--- config.mk ---
export PLATFORM = sky130hd
export DESIGN_NAME = ff_bank_sched
export DESIGN_NICKNAME = d
export VERILOG_FILES = /design/src/rtl/ff_bank_sched_pkg.sv /design/src/rtl/rr_arb.sv /design/src/rtl/ff_bank_sched.sv
export SDC_FILE = /design/constraint.sdc
export NUM_CORES = 1
export LEC_CHECK = 0
export ABC_AREA = 1
export BUFFER_PORTS_ARGS = -buffer_cell sky130_fd_sc_hd__buf_2
export CAP_MARGIN = 20
export CORE_MARGIN = 2
export CORE_UTILIZATION = 45
export DETAILED_ROUTE_END_ITERATION = 8
export HOLD_SLACK_MARGIN = 0.12
export PLACE_DENSITY = 0.71
export REMOVE_ABC_BUFFERS = 1
export SLEW_MARGIN = 15
export SYNTH_ARGS = -nofsm -noshare
export SYNTH_HDL_FRONTEND = slang
export SYNTH_SLANG_ARGS = --single-unit
--- constraint.sdc ---
create_clock -name C -period 2.6 [get_ports C]
set_input_delay 0.26 -clock C [delete_from_list [all_inputs] [get_ports C]]
set_output_delay 0.26 -clock C [all_outputs]
set_load 0.01 [all_outputs]
--- src/rtl/ff_bank_sched_pkg.sv ---
// Shared encodings for the ff_bank_sched scheduler: op codes and FSM states.
package ff_bank_sched_pkg;

  localparam int unsigned OP_W = 2;

  localparam logic [OP_W-1:0] OP_LOAD = 2'b00;
  localparam logic [OP_W-1:0] OP_SET  = 2'b01;
  localparam logic [OP_W-1:0] OP_CLR  = 2'b10;
  localparam logic [OP_W-1:0] OP_INV  = 2'b11;

  typedef enum logic [1:0] {
    ST_IDLE = 2'd0,
    ST_EXEC = 2'd1,
    ST_RESP = 2'd2
  } state_e;

endpackage

--- src/rtl/rr_arb.sv ---
// Combinational round-robin arbiter: first req at or after ptr wins, wrapping at N.
module rr_arb
  import ff_bank_sched_pkg::*;
#(
  parameter int unsigned N  = 4,
  parameter int unsigned IW = (N > 1) ? $clog2(N) : 1
) (
  input  logic [N-1:0]  req,
  input  logic [IW-1:0] ptr,
  output logic [N-1:0]  gnt,
  output logic [IW-1:0] gnt_idx,
  output logic          any_gnt
);

  logic [IW-1:0] idx;

  always_comb begin
    gnt     = '0;
    gnt_idx = '0;
    any_gnt = 1'b0;
    idx     = '0;
    for (int unsigned i = 0; i < N; i++) begin
      idx = IW'((32'(ptr) + i) % N);
      if (!any_gnt && req[idx]) begin
        any_gnt  = 1'b1;
        gnt[idx] = 1'b1;
        gnt_idx  = idx;
      end
    end
  end

endmodule

--- src/rtl/ff_bank_sched.sv ---
// Round-robin scheduler sharing one W-bit register between N requesters.
// Optional op counter output op_cnt is built when FF_BANK_SCHED_STATS_EN is defined.
module ff_bank_sched
  import ff_bank_sched_pkg::*;
#(
  parameter int unsigned N   = 4,
  parameter int unsigned W   = 8,
  parameter int unsigned LAT = 2
) (
  input  logic            C,
  input  logic            R,
  input  logic [N-1:0]    req,
  input  logic [OP_W*N-1:0] op,
  input  logic [N*W-1:0]  data,
  output logic [N-1:0]    ack,
  output logic [N-1:0]    done,
  output logic [W-1:0]    Q,
  output logic            busy
`ifdef FF_BANK_SCHED_STATS_EN
  ,
  output logic [15:0]     op_cnt
`endif
);

  localparam int unsigned IW = (N > 1) ? $clog2(N) : 1;
  localparam int unsigned CW = $clog2(LAT + 1);

  state_e          state_q, state_d;
  logic [CW-1:0]   cnt_q, cnt_d;
  logic [IW-1:0]   ptr_q, ptr_d;
  logic [IW-1:0]   gnt_q, gnt_d;
  logic [OP_W-1:0] op_q, op_d;
  logic [W-1:0]    data_q, data_d;
  logic [W-1:0]    q_q, q_d;
  logic [N-1:0]    done_q, done_d;

  logic [N-1:0]    arb_gnt;
  logic [IW-1:0]   arb_idx;
  logic            arb_any;

  rr_arb #(
    .N  (N),
    .IW (IW)
  ) u_rr_arb (
    .req     (req),
    .ptr     (ptr_q),
    .gnt     (arb_gnt),
    .gnt_idx (arb_idx),
    .any_gnt (arb_any)
  );

  always_comb begin
    state_d = state_q;
    cnt_d   = cnt_q;
    ptr_d   = ptr_q;
    gnt_d   = gnt_q;
    op_d    = op_q;
    data_d  = data_q;
    q_d     = q_q;
    done_d  = '0;
    ack     = '0;

    unique case (state_q)
      ST_IDLE: begin
        if (arb_any) begin
          if (!R) ack = arb_gnt;
          gnt_d = arb_idx;
          // One-hot mux keeps every slice select constant.
          for (int unsigned i = 0; i < N; i++) begin
            if (arb_gnt[i]) begin
              op_d   = op[OP_W*i +: OP_W];
              data_d = data[W*i +: W];
            end
          end
          cnt_d   = CW'(LAT - 1);
          state_d = ST_EXEC;
        end
      end
      ST_EXEC: begin
        if (cnt_q == '0) begin
          unique case (op_q)
            OP_LOAD: q_d = data_q;
            OP_SET:  q_d = '1;
            OP_CLR:  q_d = '0;
            OP_INV:  q_d = ~q_q;
          endcase
          done_d[gnt_q] = 1'b1;
          state_d       = ST_RESP;
        end else begin
          cnt_d = cnt_q - 1'b1;
        end
      end
      ST_RESP: begin
        ptr_d   = (gnt_q == IW'(N - 1)) ? '0 : gnt_q + 1'b1;
        state_d = ST_IDLE;
      end
      default: state_d = ST_IDLE;
    endcase
  end

  always_ff @(posedge C) begin
    if (R) begin
      state_q <= ST_IDLE;
      cnt_q   <= '0;
      ptr_q   <= '0;
      gnt_q   <= '0;
      op_q    <= '0;
      data_q  <= '0;
      q_q     <= '0;
      done_q  <= '0;
    end else begin
      state_q <= state_d;
      cnt_q   <= cnt_d;
      ptr_q   <= ptr_d;
      gnt_q   <= gnt_d;
      op_q    <= op_d;
      data_q  <= data_d;
      q_q     <= q_d;
      done_q  <= done_d;
    end
  end

  assign done = done_q;
  assign Q    = q_q;
  assign busy = (state_q != ST_IDLE);

`ifdef FF_BANK_SCHED_STATS_EN
  logic [15:0] op_cnt_q;

  always_ff @(posedge C) begin
    if (R) begin
      op_cnt_q <= '0;
    end else if (state_q == ST_RESP && op_cnt_q != 16'hFFFF) begin
      op_cnt_q <= op_cnt_q + 16'd1;
    end
  end

  assign op_cnt = op_cnt_q;
`endif

endmodule

Word-level counts from Yosys, hierarchy flattened
Index checks and enable logic that the tools add are counted.
Operators by class
  add/subtract/negate cells: 5
  multipliers: 0
  divide/modulo/power cells: 0
  order comparisons: 10
  equality and inequality tests: 9
  shifts and indexed selects: 0
  muxes and demuxes: 48
  bitwise operators: 6
  reduce and logical (&&, ||, !) cells: 23
Operators by type and width (number)
  $mux W8: 4
  $pmux W8 S4: 1
  $mux W4: 7
  $mux W2: 12
  $lt A2 B3 Y1 const B: 5
  $mux W1: 13
  $or A4 B4 Y4: 3
  $demux W1 S2: 5
  $ge A2 B1 Y1 const B: 5
  $bmux W1 S2: 4
  $eq A2 B2 Y1 const B: 4
  $logic_and A1 B1 Y1: 8
  $not A8 Y8: 1
  $pmux W2 S2: 2
  $logic_not A2 Y1: 3
  $ne A2 B2 Y1 const B: 3
  $reduce_and A2 Y1: 3
  $reduce_and A3 Y1: 2
  $add A2 B1 Y2 const B: 2
  $add A2 B2 Y2 const B: 2
  $eq A2 B1 Y1 const B: 2
  $reduce_bool A2 Y1: 2
  $reduce_bool A4 Y1: 1
  $logic_not A1 Y1: 3
  3 further kinds: 4
Word-level totals
  register bits: 30
  latch bits: 0
  RAM bits: 0
  bits in read-only memories: 0
  bits of input ports: 46
  output and inout bits: 17
  memories: 0

Logic depth before layout (Yosys ltp)
  depth after elaboration: 16
  gate-level depth with buffers: 17
  depth with buffers taken out: 16

Cells and area by module
A second synthesis with hierarchy kept.
Unflattened totals
  cell total of the unflattened synthesis: 304
  area total of the unflattened synthesis: 2085.8 um^2
By module, submodules not included
  ff_bank_sched: times used 1, cells an instance 230, area an instance 1645.3 um^2, sequential area each 600.6 um^2
  rr_arb: times used 1, cells an instance 74, area an instance 440.4 um^2, sequential area each 0.0 um^2

Least setup slack after synthesis
OpenSTA, ideal clock, no wires.
  path type: reg-to-reg
  start: register ptr_q[0]
  end: register data_q[0]
  setup time: 0.114 ns
  arrival: 2.038 ns
  setup slack: 0.448 ns
  cell stages (with the launch flop): 16
  buffers on the path: 1
  clock period less this slack: 2.152 ns
  cells stage by stage: dfxtp_1 > inv_2 > ha_1 > inv_1 > nand3_1 > nand2_1 > nor2_4 > nand2_1 > nand2_1 > nor2_2 > nand2_2 > buf_2 > a21oi_1 > nand2_1 > a21oi_1 > nor2_1
Between the ends
  cells in the longest elaborated chain, start to end: 15
  elaborated cells on any way between the ends: 53
  those cells by class: add/sub: 3; order compare: 8; mux: 27; bitwise: 3; reduce/logical: 12
RTL lines
  start, declared: line ff_bank_sched.sv:30  | logic [IW-1:0] ptr_q, ptr_d;
  start signal, assigned: line ff_bank_sched.sv:114  | ptr_q <= ptr_d;
  parallel branches: the longest is 15 deep, another holds $lt A2 B3 Y1
  end signal, assigned: line ff_bank_sched.sv:117  | data_q <= data_d;
  end, declared: line ff_bank_sched.sv:33  | logic [W-1:0] data_q, data_d;
Parallel ways; which one is timed is not known. The select of a mux whose other input is x is not followed.
A chain may end at the register's enable or synchronous reset.

Worst setup path in the final report
  start: register ptr_q[1]
  end: output port ack[1]
Between the ends
  cells in the longest elaborated chain, start to end: 15
  elaborated cells on any way between the ends: 51
  those cells by class: add/sub: 3; order compare: 8; mux: 27; bitwise: 3; reduce/logical: 10
RTL lines
  parallel branches: the longest is 13 deep, another holds $lt A2 B3 Y1
  $mux W4 *: line ff_bank_sched.sv:65  | if (arb_any) begin
  $mux W4 *: line ff_bank_sched.sv:63  | unique case (state_q)
  end, declared: line ff_bank_sched.sv:15  | output logic [N-1:0] ack,
Every way passes the cells marked *. The select of a mux whose other input is x is not followed.

==> impl_summary.txt <==
----------------------------------------------------
[Status]
  Outcome ... finished, final reports clean

[Critical path]
  Cell depth of the worst flop-to-flop path ... 15
  Critical path required time ... 2.34 ns
  Maximum fanout along the worst path ... 11
  Slowest stage cell on the critical path ... sky130_fd_sc_hd__dfxtp_2
  CP Launch Type ... register
  Arrival time worst endpoint ... 2.10 ns
  Max incr delay on CP ... 0.39 ns
  Cells traversed along the worst timing path ... inv_2 > ha_4 > inv_2 > nand3_1 > nand2_2 > nor2_4 > a21oi_1 > nand3_1 > buf_4 > nand2_1 > inv_1 > buf_2
  R2r endpoint ... op_q[1]
  Buffers and inverters on the worst path ... 5
  Critical path endpoint category ... primary output
  Gate family responsible for the most delay along the worst path ... simple AND/OR/NAND/NOR gates
  R2R Setup Slk ... 0.40 ns
  Critical path class ... reg2out
  Worst reg2reg path startpoint ... ptr_q[1]

[Worst hold path]
  Class of the most critical hold timing path ... in2reg
  Worst Hold Launch ... R
  Hold depth ... 2
  Endpoint of the worst hold path ... gnt_q[1]

[Routing]
  Avg Vias per Cell ... 4.66
  Residual antenna-violating net count after detailed routing ... 0
  Via count of the routed design ... 2,343
  First-iteration detailed-routing DRC count ... 97
  Total detailed-routing wirelength ... 5260 um
  Post-detailed-route DRC marker count ... 0
  WL/cell ... 10.5 um
  Total iterations of the first detailed-routing run ... 4

[Clock network]
  CTS sink count ... 30
  Post-CTS Hold Buffers ... 0
  Total clock buffers created by CTS ... 5
  Clk slew on worst S/H paths ... 0.06 ns
  TritonCTS clock tree ... yes
  H-Tree Level Count ... 2
  Clock tree root driver cell ... sky130_fd_sc_hd__clkbuf_8
  Worst-Skew Late Latency ... 0.28 ns
  Deepest clock path buffer count ... 2

[Synth]
  Warnings from Yosys ... 0
  Xor and xnor area share after synthesis ... 0
  Area of the mapped netlist ... 2200 um2
  Leading cell types by count after synthesis ... sky130_fd_sc_hd__nand2_1 (98), sky130_fd_sc_hd__inv_1 (75), sky130_fd_sc_hd__a21oi_1 (41), sky130_fd_sc_hd__nor2_1 (33), sky130_fd_sc_hd__dfxtp_1 (30)
  Commonest register cell after synthesis ... sky130_fd_sc_hd__dfxtp_1
  Most common cell in the netlist ... sky130_fd_sc_hd__nand2_1
  Post-synth top area share ... 0.272
  Complex-gate fraction of the synthesized area ... 0.156
  Number of flip-flops and latches in the synthesized netlist ... 30
  Area fraction in and, or, nand and nor cells after synthesis ... 0.351
  Number of distinct library cells after synthesis ... 27
  EDFF count, synth ... 0
  Fraction of the mapped netlist area in adder cells ... 0.0568
  Mux cell area share after synthesis ... 0
  Most area-consuming cells after synthesis ... sky130_fd_sc_hd__dfxtp_1 (27%), sky130_fd_sc_hd__nand2_1 (17%), sky130_fd_sc_hd__inv_1 (13%)
  Number of standard cells after synthesis ... 372
  Sequential share of the synthesized area ... 0.272
  Syn_area_per_cell ... 5.93 um2
  Area leader, netlist ... sky130_fd_sc_hd__dfxtp_1
  Synth async-reset ratio ... 0
  Combinational family with the most area after synthesis ... simple AND/OR/NAND/NOR gates

[Power]
  Internal cell power ... 1.48 mW
  Power after layout ... 2.81 mW
  Static power due to leakage ... 1.56 nW
  Share of power burned in combinational logic ... 0.583
  Switching power total ... 1.34 mW
  Switch share ... 0.474
  Clk pwr share ... 0.156
  IR Drop Worst-Case VDD ... 0.400 mV
  Pwr per Cell Area ... 1040 nW/um2
  Part of the power in registers ... 0.260

[STA]
  Number of setup violations in the final report ... 0
  Pin slew with the least headroom to its limit ... 0.794 ns
  Fin crit share ... 0.907
  Worst setup skew after layout ... 0.00451 ns
  Final min period ... 2.36 ns
  Max Slew Vio Count ... 0
  Max Clock Freq ... 0.424 GHz
  Final Hold Fails ... 0
  Worst slew slack as a fraction of its limit ... 0.469
  Total Neg Setup Slack ... 0 ns
  RSZ-0062 raised after global routing ... no

[Floorplan]
  Die ar. ... 5480 um2
  Total I/O pin count ... 63
  Initial standard-cell utilization of the core ... 0.467
  Site row count ... 25
  Vertical extent of the die ... 74.0 um
  Horizontal die dimension ... 74.0 um
  Core area ... 4720 um2

[Layout]
  Filler cells ... 492
  Non-Filler Instances ... 503
  P&R area growth vs syn ... 23.3%
  Fraction of layout instances using a drive strength above 1 ... 0.236
  Final #Nets ... 491
  Ant. Diodes ... 0

[Global route]
  GRT Resource Usage Total ... 0.199
  Number of antenna violations at the first check in global routing ... 0
  Wire length of the first global-routing pass ... 8590 um
  Grt total ovfl ... 0
  Maximum number of pins on one net before global-route repair ... 23
  Via count of the first global-routing pass ... 2,017

[Placement]
  RD Place Congestion ... 0.908
  Number of instances in the placed design ... 495
  Total of buffers placed on input and output ports ... 62
  Half-perimeter wire length after placement ... 3980 um

[Flow run]
  Maxcap violations ... 0

----------------------------------------------------
## flip-flops by register name (all words and copies together), names as in the netlist
signal and count:
ptr_q 2, cnt_q 2, state_q 2, op_q 2
gnt_q 2, done 4, data_q 8, Q 8
## kinds of logic after synthesis
group                    Yosys count
AND/OR/NAND/NOR                  176
buffers and inverters             92
AO/OA/AOI/OAI                     64
flip-flops                        30
adder cells (fa/ha/maj)           10
## placed cells by master (no fill, tap or decap), types with 7 or more instances in the layout
| cell | netlist | final |
|---|---|---|
| sky130_fd_sc_hd__a21oi_1 | 41 | 41 |
| sky130_fd_sc_hd__a31oi_1 | 7 | 7 |
| sky130_fd_sc_hd__buf_2 | 5 | 62 |
| sky130_fd_sc_hd__clkbuf_8 | 0 | 8 |
| sky130_fd_sc_hd__dfxtp_1 | 30 | 28 |
| sky130_fd_sc_hd__ha_1 | 10 | 9 |
| sky130_fd_sc_hd__inv_1 | 75 | 73 |
| sky130_fd_sc_hd__nand2_1 | 98 | 96 |
| sky130_fd_sc_hd__nand3_1 | 28 | 28 |
| sky130_fd_sc_hd__nor2_1 | 33 | 32 |
| sky130_fd_sc_hd__o21ai_0 | 11 | 11 |
## stage by stage
stage | utilization | area [um2] | worst slack (ns) | hold slack (ns)
6_report | 0.576 | 2720 | 0.242 | 0.250
5_1_grt | 0.576 | 2720 | 0.0579 | 0.271
4_1_cts | 0.571 | 2700 | 0.0124 | 0.216
3_5_place_dp | 0.546 | 2580 | 0.110 | 0.480
3_3_place_gp | 0.546 | 2580 | 0.201 | 0.473
2_1_floorplan | - | 2140 | 0.164 | 0.329
## power groups by stage
stage | clock, mW | sequential, mW | combinational, mW
floorplan | 0 | 0.742 | 1.15
global placement | 0 | 0.733 | 1.57
detailed placement | 0 | 0.738 | 1.59
CTS | 0.449 | 0.731 | 1.61
global route | 0.472 | 0.754 | 1.89
finish | 0.440 | 0.733 | 1.64
## layer usage
metal / part of all wire / GRT usage
met2: 0.47 / 0.315
met1: 0.48 / 0.266
met5: 0 / 0
met4: 0.011 / 0.0909
met3: 0.043 / 0.0325
## worst register-to-register path: stages (launching register included)
cell and delay [ns]:
sky130_fd_sc_hd__dfxtp_2 0.39, sky130_fd_sc_hd__inv_2 0.10, sky130_fd_sc_hd__ha_4 0.30, sky130_fd_sc_hd__inv_2 0.05, sky130_fd_sc_hd__nand3_1 0.09, sky130_fd_sc_hd__nand2_2 0.09, sky130_fd_sc_hd__nor2_4 0.17, sky130_fd_sc_hd__nand2_1 0.07
sky130_fd_sc_hd__nand2_1 0.09, sky130_fd_sc_hd__nor2_2 0.05, sky130_fd_sc_hd__nand2_2 0.10, sky130_fd_sc_hd__nor2_2 0.05, sky130_fd_sc_hd__nand2_1 0.06, sky130_fd_sc_hd__nand2_2 0.21, sky130_fd_sc_hd__a21oi_1 0.24, sky130_fd_sc_hd__nor2_1 0.05
## how the worst max path moves through the flow
stage               slack [ns]  cells after the start        end  startpoint
finish                    0.24                     12     ack[1]    ptr_q[1]
global route              0.06                     15     ack[0]    ptr_q[0]
CTS                       0.01                     15     ack[2]    ptr_q[1]
detailed placement        0.11                     16  data_q[3]    ptr_q[1]
global placement          0.20                     15     ack[2]    ptr_q[1]
floorplan                 0.16                     13  data_q[0]    ptr_q[1]
## area by class of cell
cell class | count | area, um2 | area share
multi-input cells | 250 | 1270 | 0.466
repair buffers | 68 | 355 | 0.131
inverters | 80 | 300 | 0.110
well taps | 67 | 83.8 | 0.0308
flip-flops and latches | 30 | 603 | 0.222
clock buffers | 8 | 110 | 0.0405
## timing repair
item,CTS,global route
setup endpoints to repair,4,13
buffers inserted,0,0
cloned,0,0
gates resized for setup,4,5
hold endpoints to repair,0,0
Power figures use the tool's default switching activity.
